==> config.mk <==
export PLATFORM = sky130hd
export DESIGN_NAME = msk_inv_pipe
export DESIGN_NICKNAME = d
export VERILOG_FILES = /design/src/rtl/msk_inv_pipe.sv
export SDC_FILE = /design/constraint.sdc
export NUM_CORES = 1
export LEC_CHECK = 0
export BUFFER_PORTS_ARGS = -buffer_cell sky130_fd_sc_hd__buf_2
export CORE_AREA = 2 2 39 41
export DETAILED_ROUTE_END_ITERATION = 10
export DIE_AREA = 0 0 41 43
export PLACE_DENSITY = 0.37
export SLEW_MARGIN = 20
export SYNTH_ARGS = -nofsm -noshare
export SYNTH_HDL_FRONTEND = slang
export SYNTH_SLANG_ARGS = --single-unit
==> constraint.sdc <==
create_clock -name clk -period 0.85 [get_ports clk]
set_input_delay 0 -clock clk [delete_from_list [all_inputs] [get_ports clk]]
set_output_delay 0 -clock clk [all_outputs]
set_load 0.005 [all_outputs]
==> src/rtl/msk_inv_pipe.sv <==
// Purpose: per-element masked inversion (share 0 XOR public ctrl), carried through a register pipeline.
// Latency: exactly LATENCY enabled clock edges from in/inv_ctrl/in_valid to out/out_valid.
// Backpressure: en=0 freezes every stage; there is no ready handshake and nothing is dropped while stalled.
module msk_inv_pipe #(
   parameter int d       = 2,
   parameter int count   = 1,
   parameter int LATENCY = 1
) (
   input  logic                 clk,
   input  logic                 rst_n,
   input  logic                 en,
   input  logic                 in_valid,
   input  logic [count-1:0]     inv_ctrl,
   input  logic [count*d-1:0]   in,
   output logic [count*d-1:0]   out,
   output logic                 out_valid,
   output logic                 busy
);

   // Stage-0 result: only share 0 of each element sees its control bit.
   logic [count*d-1:0] f;

   // Per-share register chains; index 1 is fed by f, index LATENCY drives out.
   logic [count*d-1:0] s [1:LATENCY];
   logic [LATENCY:1]   v;

   // Affine step: flipping share 0 inverts the unmasked value without touching other shares.
   always_comb begin
      f = in;
      for (int i = 0; i < count; i++) begin
         f[i*d] = in[i*d] ^ inv_ctrl[i];
      end
   end

   // Pipeline advance; reset dominates en and discards everything in flight.
   always_ff @(posedge clk) begin
      if (!rst_n) begin
         for (int k = 1; k <= LATENCY; k++) begin
            s[k] <= '0;
         end
         v <= '0;
      end else if (en) begin
         s[1] <= f;
         v[1] <= in_valid;
         for (int k = 2; k <= LATENCY; k++) begin
            s[k] <= s[k-1];
            v[k] <= v[k-1];
         end
      end
   end

   assign out       = s[LATENCY];
   assign out_valid = v[LATENCY];
   assign busy      = |v;

endmodule

# After elaboration in Yosys (flattened, before gate mapping)
# Memory sizes are Yosys's and may differ from the RTL's.
# Index checks and enable logic that the tools add are counted.
[totals]
register_bits = 1
latch_bits = 0
ram_bits = 2
mem_bits_ro = 0
inputBits = 7
output_inout_bits = 4
word_cells = 9
mem_count = 1
[op_classes]
n_addsub = 0
multipliers = 0
div_mod_pow = 0
order_cmp = 0
n_eq_ne = 0
n_shift = 0
mux = 5
n_bitwise = 2
reduce_logical = 0
[mem_list]
columns = ["memory", "words", "width", "read_ports", "rd_ports_with_merged_regs", "write_ports", "line", "rtl"]
rows = [
  ["s", 1, 2, 1, 0, 1, "24", "logic [count*d-1:0] s [1:LATENCY];"],
]
[ops]
columns = ["op", "count"]
rows = [
  ["two-way mux 1 bit", 4],
  ["two-way mux 2 bit", 1],
  ["bitwise OR 1 bit", 1],
  ["bitwise XOR 1 bit", 1],
]

# Longest topological paths before layout
[depth]
ltp_word = 4
mapped_depth = 2
mapped_depth_nobuf = 2

# Worst setup path before layout
# Ideal clock, no wire load.
[synth_path]
kind = "reg2reg"
from = "register, netlist name busy"
to = "register v (netlist: busy)"
setup_ns = 0.116
arrival_time_ns = 0.469
required_time_ns = 0.734
path_slack_ns = 0.265
path_stages_with_launch = 3
path_buffers = 0
period_less_slack_ns = 0.585
path_cell_list = "dfxtp_1 > mux2i_1 > nor2b_1"
[synth_lines]
columns = ["element", "line", "rtl"]
rows = [
  ["to (signal, indexed assignment)", "47", "v[k] <= v[k-1];"],
  ["to (decl)", "25", "logic [LATENCY:1] v;"],
]

# Worst setup path in the final report
[layout_path]
from = "register v (netlist: busy)"
to = "output out_valid"
[layout_lines]
columns = ["element", "line", "rtl"]
rows = [
  ["to (decl)", "16", "output logic out_valid,"],
]
# No word-level cell between the ends.

==> flow_summary.toml <==
[outcome]
outcome = "complete, no violations"

[timing]
timing.fmax_mhz = 1407
rsz0062_at_grt = "no"
maxSlewHeadroom = 0.9215
period_needed_ns = 0.7108
skew_ns = 0
maxSlewViolCount = 0
hold_viol_final = 0
setup_viol = 0
fin_crit_sh = 0.8362
whs_ns = 0.02364
setup_tns_ns = 0
worstMarginPinSlew_ns = 0.1144

[logic_synthesis]
synth_top_family_by_area = "simple AND/OR/NAND/NOR gates"
synth.distinct_cells = 9
ys_seq_area_frac = 0.6038
syn_area_sq_um = 132.6
ys_warn_count = 0
synth_nets = 17
synth.area.mux_share = 0.07547
synth_area_per_cell_sq_um = 13.26
synth_fa_ha_area_frac = 0
syn_inst = 10
synthXorXnorAreaFrac = 0.06604
ys_ff_latch = 3
synth-compound-area-share = 0
synth-simple-area-share = 0.1981

[critical_path]
critPathTopFamily = "flip-flops"
r2r.worst_path.cells = 2
worstSetupPathDepth = 1
cp.required_ns = 0.85
worst_path_max_delay_cell = "dfxtp_1"
start_kind = "flop"
cp_max_fo = 3
critical_path_class = "reg -> out"
cp-end-kind = "output pin"
cpPeakStageDelay_ns = 0.35
crit_chain = "buf_2"
crit_arrival_ns = 0.71
cp.buffers_inverters = 1
cp-startpoint = "busy"
rr_startpoint = "busy"

[cts]
cts_sinks = 3
htreeDepth = 1
cts_buffer_depth = 2
path_clk_slew_ns = 0.04
cts_setup_buffers = 0
cts_tree = "done"
numCtsBuffers = 3
postCtsResizedCells = 0
insertion_delay_ns = 0.23
hold_buffers = 0
cts_root_buf = "clkbuf_4"

[route]
drc = 0
drtPass1Iterations = 3
vias = 122
totalWireLength_um = 283
wire_per_inst_um = 7.256
ant_nets = 0
avgViaCountPerCell = 3.128
drtIter0Drc = 4

[grt]
grt_pass1_vias = 111
grt_overflow = 0
antenna_found_initial = 0
grt_pass1_wl_um = 414
grt_max_degree = 5
grt.total_usage = 0.04326

[pwr]
power_mw = 0.4671
pwr-share-seq = 0.369
leakage_nw = 0.1125
power.internal_mw = 0.3716
total_switching_power_mw = 0.09543
clockPowerShare = 0.534
power_density_nw_per_um2 = 2109
switching_share = 0.2043
comb_power_share = 0.097
irDropWorstVdd_mv = 0.3752

[finish]
nNetsFinal = 31
mostFrequentLayoutCells = "buf_2, clkbuf_4, edfxtp_1"
drive_gt1_frac = 0.6087
final_cells = 39
final_common_cell = "buf_2"
antenna_cells = 0
post-route-util = 0.1600
area_delta_synth_final_pct = 66.98

[placed_design]
io_buffers = 10
place_inst = 35
globalplace.congestion = 0.5261

[die]
dieArea_sq_um = 1763
num_rows = 14
fp.dieW_um = 41
core_area_sq_um = 1384
die_h_um = 43
boundaryPins = 11
start_util = 0.09584

[hold_path]
hold_path_depth = 2
hp-start = "rst_n"
min_path_type = "in -> reg"

[job]
cap_violations = 0
power by group through the flow:
stage	clock (mW)	combinational, mW	sequential, mW
final	0.249	0.0454	0.172
after global routing	0.270	0.0506	0.174
after CTS	0.264	0.0459	0.173
after detailed placement	0	0.0459	0.175
after global placement	0	0.0449	0.174
after floorplan	0	0.0171	0.176
area by class of cell:
| class | count | area [sq um] |
|---|---|---|
| Fill cell | 149 | 1162 |
| Sequential cell | 3 | 80.08 |
| Timing Repair Buffer | 10 | 50.05 |
| Multi-Input combinational cell | 6 | 45.04 |
| Clock buffer | 4 | 26.28 |
| Tap cell | 16 | 20.02 |
sequential cells by signal, summed over array words and instances, names as in the netlist:
signal and count:
busy 1, s 2
per-layer routing:
layer / up-vias / global-route usage / share of wire
li1: 60 / - / -
met1: 51 / 0.04531 / 0.49
met2: 11 / 0.03438 / 0.34
met3: 0 / 0.03141 / 0.17
met4: 0 / 0.08000 / 0
met5: - / 0 / 0
final timing paths:
kind	end	slack [ns]
setup / recovery	out_valid	0.14
hold / removal	busy	0.02
hold reg to reg	busy	0.55
setup reg to reg	busy	0.24
through the flow:
| stage | setup WS [ns] | cell area [sq um] |
|---|---|---|
| after detailed placement | 0.1768 | 195.2 |
| final | 0.1392 | 221.5 |
| after CTS | 0.1156 | 221.5 |
| after global placement | 0.1819 | 195.2 |
| after floorplan | 0.2653 | 132.6 |
| after global routing | 0.07998 | 221.5 |
Yosys cell counts:
| cell type | instances | area, sq um |
|---|---|---|
| and3_2 | 1 | 7.510 |
| nor2b_1 | 1 | 6.260 |
| nand2b_1 | 1 | 6.260 |
| xor2_1 | 1 | 8.760 |
| mux2i_1 | 1 | 10.01 |
| and3_1 | 1 | 6.260 |
| buf_4 | 1 | 7.510 |
| edfxtp_1 | 2 | 60.06 |
| dfxtp_1 | 1 | 20.02 |
logic make-up (layout without fill, tap and decap cells):
family        count (synthesis)  count (layout)
buf+inv                       1              14
mux                           1               1
simple gates                  4               4
xor+xnor                      1               1
flops                         3               3
(Power assumes the default switching activity.)
